==> config.mk <==
export PLATFORM = sky130hd
export DESIGN_NAME = code_tx_uart
export DESIGN_NICKNAME = d
export VERILOG_FILES = /design/src/rtl/code_tx_uart.sv
export SDC_FILE = /design/constraint.sdc
export NUM_CORES = 1
export LEC_CHECK = 0
export CAP_MARGIN = 20
export CORE_MARGIN = 2
export CORE_UTILIZATION = 35
export CTS_BUF_LIST = sky130_fd_sc_hd__clkbuf_4 sky130_fd_sc_hd__clkbuf_8
export DETAILED_ROUTE_END_ITERATION = 10
export PLACE_DENSITY = 0.56
export SLEW_MARGIN = 20
export SYNTH_ARGS = -nofsm -noshare
export SYNTH_HDL_FRONTEND = slang
export SYNTH_SLANG_ARGS = --single-unit
==> constraint.sdc <==
create_clock -name msclk -period 2.9 [get_ports msclk]
set_clock_uncertainty 0.15 [all_clocks]
set_input_delay 0.58 -clock msclk [delete_from_list [all_inputs] [get_ports msclk]]
set_output_delay 0.58 -clock msclk [all_outputs]
set_load 0.02 [all_outputs]
==> src/rtl/code_tx_uart.sv <==
`default_nettype none
// ============================================================================
//  Module      : code_tx_uart
//  Description : Captures an 80-bit result word on the flag strobe and sends
//                its bytes MSB-first over an 8N1 UART line. Zero bytes can be
//                skipped, and a CR/LF terminator can be appended.
//  Revision    : 1.0  initial release
// ============================================================================
module code_tx_uart #(
  parameter int CLK_HZ    = 100_000_000,
  parameter int BAUD      = 9600,
  parameter int CODE_W    = 80,
  parameter int SKIP_ZERO = 1,
  parameter int TERM_EN   = 1
) (
  input  logic              msclk,
  input  logic              rst_n,
  input  logic [CODE_W-1:0] code_out,
  input  logic              flag,
  output logic              tx,
  output logic              busy,
  output logic              done,
  output logic              overrun
);

  localparam int DIV = CLK_HZ / BAUD;
  localparam int NB  = CODE_W / 8;
  localparam int NS  = NB + ((TERM_EN != 0) ? 2 : 0);
  localparam int IW  = (NS > 1) ? $clog2(NS) : 1;
  localparam int CW  = (DIV > 1) ? $clog2(DIV) : 1;
  localparam logic [CW-1:0] CNT_LAST = CW'(DIV - 1);

  typedef enum logic [2:0] {
    S_IDLE  = 3'd0,
    S_START = 3'd1,
    S_DATA  = 3'd2,
    S_STOP  = 3'd3,
    S_DONE  = 3'd4
  } state_t;

  state_t            state_q, state_d;
  logic [CODE_W-1:0] buf_q, buf_d;
  logic [CW-1:0]     cnt_q, cnt_d;
  logic [2:0]        bit_q, bit_d;
  logic [IW-1:0]     idx_q, idx_d;
  logic              tx_q, tx_d;
  logic              busy_q, busy_d;
  logic              done_q, done_d;
  logic              ovr_q, ovr_d;

  logic [7:0]        w_slot_byte [NS];
  logic [NS-1:0]     w_slot_vld;
  logic              w_nxt_found;
  logic [IW-1:0]     w_nxt_idx;
  logic [7:0]        w_cur_byte;

  // Code slots: slot 0 is the most significant byte of the captured word.
  for (genvar k = 0; k < NB; k++) begin : g_code_slot
    assign w_slot_byte[k] = buf_q[CODE_W-1-8*k -: 8];
    assign w_slot_vld[k]  = (SKIP_ZERO == 0) || (buf_q[CODE_W-1-8*k -: 8] != 8'h00);
  end

  // Terminator slots are always sent when enabled.
  if (TERM_EN != 0) begin : g_term
    assign w_slot_byte[NB]   = 8'h0D;
    assign w_slot_byte[NB+1] = 8'h0A;
    assign w_slot_vld[NB]    = 1'b1;
    assign w_slot_vld[NB+1]  = 1'b1;
  end

  // Lowest valid slot: from slot 0 when starting a message, else above idx.
  always_comb begin
    w_nxt_found = 1'b0;
    w_nxt_idx   = '0;
    for (int s = NS - 1; s >= 0; s--) begin
      if (w_slot_vld[s] && ((state_q == S_IDLE) || (s > int'(idx_q)))) begin
        w_nxt_found = 1'b1;
        w_nxt_idx   = IW'(s);
      end
    end
  end

  // Next-state logic; IDLE with busy set is the slot-search cycle after capture.
  always_comb begin
    state_d = state_q;
    buf_d   = buf_q;
    cnt_d   = cnt_q;
    bit_d   = bit_q;
    idx_d   = idx_q;
    busy_d  = busy_q;
    done_d  = 1'b0;
    ovr_d   = flag & busy_q;
    case (state_q)
      S_IDLE: begin
        if (!busy_q) begin
          if (flag) begin
            buf_d  = code_out;
            busy_d = 1'b1;
          end
        end else begin
          cnt_d = '0;
          bit_d = '0;
          if (w_nxt_found) begin
            state_d = S_START;
            idx_d   = w_nxt_idx;
          end else begin
            state_d = S_DONE;
          end
        end
      end
      S_START: begin
        if (cnt_q == CNT_LAST) begin
          cnt_d   = '0;
          bit_d   = '0;
          state_d = S_DATA;
        end else begin
          cnt_d = cnt_q + 1'b1;
        end
      end
      S_DATA: begin
        if (cnt_q == CNT_LAST) begin
          cnt_d = '0;
          if (bit_q == 3'd7) begin
            state_d = S_STOP;
          end else begin
            bit_d = bit_q + 3'd1;
          end
        end else begin
          cnt_d = cnt_q + 1'b1;
        end
      end
      S_STOP: begin
        if (cnt_q == CNT_LAST) begin
          cnt_d = '0;
          bit_d = '0;
          if (w_nxt_found) begin
            state_d = S_START;
            idx_d   = w_nxt_idx;
          end else begin
            state_d = S_DONE;
          end
        end else begin
          cnt_d = cnt_q + 1'b1;
        end
      end
      S_DONE: begin
        done_d  = 1'b1;
        busy_d  = 1'b0;
        idx_d   = '0;
        state_d = S_IDLE;
      end
      default: state_d = S_IDLE;
    endcase
  end

  // Byte of the slot being entered, used to pre-compute the registered line.
  always_comb begin
    w_cur_byte = 8'h00;
    for (int s = 0; s < NS; s++) begin
      if (idx_d == IW'(s)) begin
        w_cur_byte = w_slot_byte[s];
      end
    end
  end

  // Line level for the next state, so tx is a glitch-free register output.
  always_comb begin
    tx_d = 1'b1;
    case (state_d)
      S_START: tx_d = 1'b0;
      S_DATA:  tx_d = w_cur_byte[bit_d];
      default: tx_d = 1'b1;
    endcase
  end

  // State and datapath registers; reset abandons any frame in flight.
  always_ff @(posedge msclk or negedge rst_n) begin
    if (!rst_n) begin
      state_q <= S_IDLE;
      buf_q   <= '0;
      cnt_q   <= '0;
      bit_q   <= '0;
      idx_q   <= '0;
      tx_q    <= 1'b1;
      busy_q  <= 1'b0;
      done_q  <= 1'b0;
      ovr_q   <= 1'b0;
    end else begin
      state_q <= state_d;
      buf_q   <= buf_d;
      cnt_q   <= cnt_d;
      bit_q   <= bit_d;
      idx_q   <= idx_d;
      tx_q    <= tx_d;
      busy_q  <= busy_d;
      done_q  <= done_d;
      ovr_q   <= ovr_d;
    end
  end

  assign tx      = tx_q;
  assign busy    = busy_q;
  assign done    = done_q;
  assign overrun = ovr_q;

endmodule
`default_nettype wire

# --- Word-level counts from Yosys, hierarchy flattened ---
# Cells that the tools add are included.
classes:
  n_bitwise: 2
  muxes: 62
  reduce_logical: 39
  n_eq_ne: 20
  magnitude_cmp: 12
  addsub: 2
ops:
  columns: ["operator", "count"]
  rows:
  - ["8-bit two-way mux", 12]
  - ["8-bit nonzero test", 10]
  - ["4-bit two-way mux", 15]
  - ["3-bit two-way mux", 10]
  - ["14-bit two-way mux", 2]
  - ["14-bit one-hot mux with 2 select lines", 1]
  - ["4-bit by 3-bit equality test with 1-bit output (second input constant)", 4]
  - ["4-bit equality test (second input constant)", 4]
  - ["3-bit by 4-bit greater-than comparator with 1-bit output (first input constant)", 4]
  - ["4-bit greater-than comparator (first input constant)", 4]
  - ["1-bit two-way mux", 16]
  - ["14-bit by 1-bit adder with 14-bit output (second input constant)", 1]
  - ["14-bit equality test (second input constant)", 1]
  - ["3-bit one-hot mux with 4 select lines", 1]
  - ["4-bit one-hot mux with 3 select lines", 1]
  - ["1-bit logical OR", 11]
  - ["1-bit logical AND", 10]
  - ["3-bit by 2-bit equality test with 1-bit output (second input constant)", 3]
  - ["3-bit one-hot mux with 3 select lines", 1]
  - ["4-bit by 2-bit equality test with 1-bit output (second input constant)", 2]
  - ["2-bit by 4-bit greater-than comparator with 1-bit output (first input constant)", 2]
  - ["3-bit by 1-bit equality test with 1-bit output (second input constant)", 2]
  - ["3-bit equality test (second input constant)", 2]
  - ["4-bit by 1-bit equality test with 1-bit output (second input constant)", 1]
  - ["15 further kinds", 17]
word_totals:
  inputBits: 83
  reg_bits: 108
  out_inout_bits: 4

# --- Depth between registers and ports, before layout ---
logic_depth:
  ltp_word: 33
  depth_mapped: 15

# --- Worst setup path after synthesis ---
# No wires, ideal clock.
synth_timing:
  path_kind: "flip-flop to flip-flop"
  start: "register cnt_q[0]"
  end: "register tx_q (netlist: tx)"
  path_stages_with_launch: 15
  n_path_buf: 2
  slack_ps: -166
  arrival_ps: 2825
  cell_sequence: "dfrtp_1 ha_1 and4_1 and4_1 buf_6 a31oi_1 and2_4 nor4_2 or2_4 buf_6 and3_4 o31a_1 a211oi_2 a32oi_1 o31ai_1"
synth_between:
  elab_chain_len: 19
  word_cells_on_any_way: 39
synth_rtl:
  columns: ["item", "line_no", "source"]
  rows:
  - ["start: declaration", "43", "logic [CW-1:0] cnt_q, cnt_d;"]
  - ["start signal: assignment", "191", "cnt_q <= cnt_d;"]
  - ["14-bit equality test *", "112, 121, 133", null]
  - ["4-bit two-way mux", "133", "if (cnt_q == CNT_LAST) begin"]
  - ["4-bit one-hot mux with 3 select lines", "93", "case (state_q)"]
  - ["4-bit zero test", "160", "if (idx_d == IW'(s)) begin"]
  - ["8-bit two-way mux (12 in a row)", "160", null]
  - ["1-bit binary-select mux with 3-bit select", "171", "S_DATA: tx_d = w_cur_byte[bit_d];"]
  - ["1-bit two-way mux (implied by the code)", "171", null]
  - ["1-bit one-hot mux with 2 select lines *", "169", "case (state_d)"]
  - ["via tx_d", "46", "logic tx_q, tx_d;"]
  - ["end signal: assignment", "194", "tx_q <= tx_d;"]
  - ["end: declaration", "46", null]
# Mark *: on every way through the listed nets, which the timed path passes. The rest lies on a longest branch. The select of a mux whose other input is x is not followed.
# A chain may end at the register's enable or synchronous reset.

# --- Final worst setup path ---
layout_timing:
  start: "register state_q[1]"
  end: "register tx_q (netlist: tx)"
layout_between:
  elab_chain_len: 33
  word_cells_on_any_way: 92
layout_rtl:
  columns: ["item", "line_no", "source"]
  rows:
  - ["start: declaration", "41", "state_t state_q, state_d;"]
  - ["start signal: assignment", "189", "state_q <= state_d;"]
  - ["3-bit zero test", "76, 93", null]
  - ["1-bit logical OR", "76", "if (w_slot_vld[s] && ((state_q == S_IDLE) || (s > int'(idx_q)))) begin"]
  - ["4-bit two-way mux or 1-bit two-way mux (tied branches) (12 in a row)", "76", null]
  - ["4-bit two-way mux", "103, 136", null]
  - ["4-bit two-way mux, on equally long branches", "133, 95", null]
  - ["4-bit one-hot mux with 3 select lines", "93", null]
  - ["4-bit zero test", "160", null]
  - ["8-bit two-way mux (12 in a row)", "160", null]
  - ["1-bit binary-select mux with 3-bit select", "171", null]
  - ["1-bit two-way mux (implied by the code)", "171", null]
  - ["1-bit one-hot mux with 2 select lines *", "169", null]
  - ["via tx_d", "46", null]
# Marked as above.

==> impl_metrics.toml <==
[timing]
fin_ws_ps = -387
rsz0062_at_grt = "true"
fmax_mhz = 304
fin_crit_ps = 3290
fin_crit_sh = 1.13
fin_tns_setup_ps = -387
whs_ps = 31.7
final-setup-viol-count = 1
slew_viol_final = 0
worstMarginPinSlew_ps = 803
slew_headroom = 0.459
hold_violations = 0

[die]
dieArea_um2 = 17900
start_util = 0.357
die_w_um = 134
die_y_um = 134
coreArea_um2 = 16500
rows = 47
pin_count = 87

[cts]
cts.hold.buffers_added = 0
cts-root-buf = "clkbuf_8"
clkTransAtPathRegs_ps = 110
cts_made_buffers = 9
htreeDepth = 3
clock-sinks = 108
cts.path.max_buffers = 2
tritoncts = "built"
clock_latency_ps = 390

[synthesis]
async_flop_share = 1.00
synth.distinct_cells = 76
avgSynthCellArea_um2 = 11.0
synth-edff-count = 0
yosys_warnings = 0
synth_fp_nets = 620
ys_seq_area_frac = 0.459
syn_area_um2 = 5900
ys.flop_type = "dfrtp_1"
synth_seq_cells = 108
synthCells = 535

[critical_path]
reg2reg_from = "state_q[1]"
worst-path-stages = 13
critPathTopFamily = "simple AND/OR/NAND/NOR gates"
worst-path-max-fanout = 5
cp_common_cell = "buf_4"
end_kind = "flip-flop"
critPathKind = "flip-flop to flip-flop"
r2r_cells = 13
critPathBufInv = 3
required_ps = 3070
crit_start = "state_q[1]"
cp.arrival_ps = 3460
path_cells = "buf_4, or3_4, buf_4, a22oi_2, nand2b_1, a31oi_1, or2_4, buf_4, or3_1, a32oi_2, o31ai_1, a31oi_1, o31ai_1"
critPathSlowestCell = "dfrtp_2"
start_kind = "flip-flop"
slowest_delay_ps = 450

[final_layout]
final_cells = 1030
final_cell_area_um2 = 8890
final_net_count = 890
syn_to_final_growth_pct = 50.8
diodes = 0
drive_gt1_frac = 0.444
fin_util = 0.538

[global_routing]
grt_pass1_vias = 5717
antenna_found_initial = 0
grt_max_degree = 81
grt_use_total = 0.219
grt_remaining_overflow = 0
grt_pass1_wl_um = 30200

[drt]
routedWlPerCell_um = 18.3
drt_iter0_drc = 261
firstDrtPassIters = 4
routed_wl_um = 18900
viasPerCell = 5.12
ant_nets = 0
drc = 0
via_count = 5272

[place]
port_buffers = 86
post_dp_cell_area_um2 = 8520
dp_cells = 1011
place_hpwl_um = 14900
place.gp.congestion = 0.970

[outcome]
status = "complete, but fails checks"
violations = "negative setup slack"

[min_path]
hold_path_class = "primary input to asynchronous set/reset pin"

[power_and_ir_drop]
peakVddDrop_v = 0.000297
leakage_nw = 3.93
power_density_nw_per_um2 = 496

[job]
maxCapViolations = 0
cell families after synthesis:
logic type / count (synthesis) / synth area share
fa+ha+maj: 2 / 0.00424
simple gates: 147 / 0.142
flops: 108 / 0.459
buf+inv: 39 / 0.0367
xor+xnor: 3 / 0.00446
mux: 112 / 0.208
compound gates: 124 / 0.147
routing by layer:
layer  part of all wire  track usage
met4              0.014       0.0632
met5                  0            0
met3              0.042       0.0495
met2               0.50        0.374
met1               0.44        0.279
sequential cells by signal (all words and copies together), names as in the netlist:
name and count:
idx_q 4, done 1, tx 1, cnt_q 14, busy 1, state_q 3
bit_q 3, overrun 1, buf_q 80
metrics by stage:
stage	setup WS, ps	power, mW
6_report	-387	4.41
2_1_floorplan	-7.97	2.50
4_1_cts	-332	4.45
3_3_place_gp	-632	3.44
3_5_place_dp	-547	3.48
5_1_grt	-500	4.67
worst reg2reg max path: cells and delay by family (launching register included):
kind | cells | cell delay (ps)
AND/OR/NAND/NOR | 4 | 1240
AO/OA/AOI/OAI | 6 | 910
buffers and inverters | 3 | 470
flip-flops | 1 | 450
final timing paths:
check / end / slack [ps]
max: tx / -390
min: busy / 30
max reg2reg: tx / -390
min reg2reg: cnt_q[5] / 370
max in group asynchronous: tx / 1790
min in group msclk: cnt_q[5] / 370
placed cells by master (no fill, tap or decap), types with 6 or more instances in the layout:
| master | netlist | routed |
|---|---|---|
| buf_4 | 5 | 195 |
| dfrtp_1 | 107 | 103 |
| clkdlybuf4s50_1 | 0 | 85 |
| mux2_2 | 83 | 83 |
| nand2_1 | 32 | 32 |
| o21ai_0 | 29 | 29 |
| nor2_1 | 28 | 28 |
| mux2i_1 | 29 | 26 |
| a21oi_1 | 21 | 19 |
| nor4_1 | 21 | 14 |
| a31oi_1 | 11 | 10 |
| clkbuf_8 | 0 | 9 |
| inv_1 | 8 | 8 |
| nand3_1 | 9 | 8 |
| nor4_2 | 1 | 7 |
| buf_12 | 0 | 7 |
| nor3_1 | 8 | 6 |
cell usage after synthesis, types with 6 or more instances:
| library cell | instances | area [um2] |
|---|---|---|
| dfrtp_1 | 107 | 2680 |
| mux2_2 | 83 | 935 |
| nand2_1 | 32 | 120 |
| mux2i_1 | 29 | 290 |
| o21ai_0 | 29 | 145 |
| nor2_1 | 28 | 105 |
| a21oi_1 | 21 | 105 |
| nor4_1 | 21 | 131 |
| clkbuf_1 | 13 | 48.8 |
| a31oi_1 | 11 | 68.8 |
| nand3_1 | 9 | 45.0 |
| inv_1 | 8 | 30.0 |
| nor3_1 | 8 | 40.0 |
| and2_1 | 6 | 37.5 |
| buf_6 | 6 | 67.6 |
| or4_1 | 6 | 45.0 |
where the power goes:
part | total, mW | leakage (nW) | internal (mW) | switching [mW]
logic | 1.52 | 2.48 | 0.920 | 0.598
registers | 1.98 | 1.35 | 1.80 | 0.184
clock network | 0.908 | 0.0983 | 0.342 | 0.566
total | 4.41 | 3.93 | 3.06 | 1.35
layout make-up:
type / count / area (um2)
clock buffer: 10 / 131
clock inverter: 6 / 57.6
fill: 1512 / 7630
inverter: 10 / 40.0
multi-input combinational: 388 / 3210
sequential: 108 / 2710
tap: 220 / 275
timing repair buffer: 288 / 2470
timing repair:
action,CTS,global route
setup buffers,3,0
gates resized for setup,27,9
endpoints found under the setup margin,1,1
pin swaps,15,3
No activity file was read; power rests on OpenSTA's default activity.
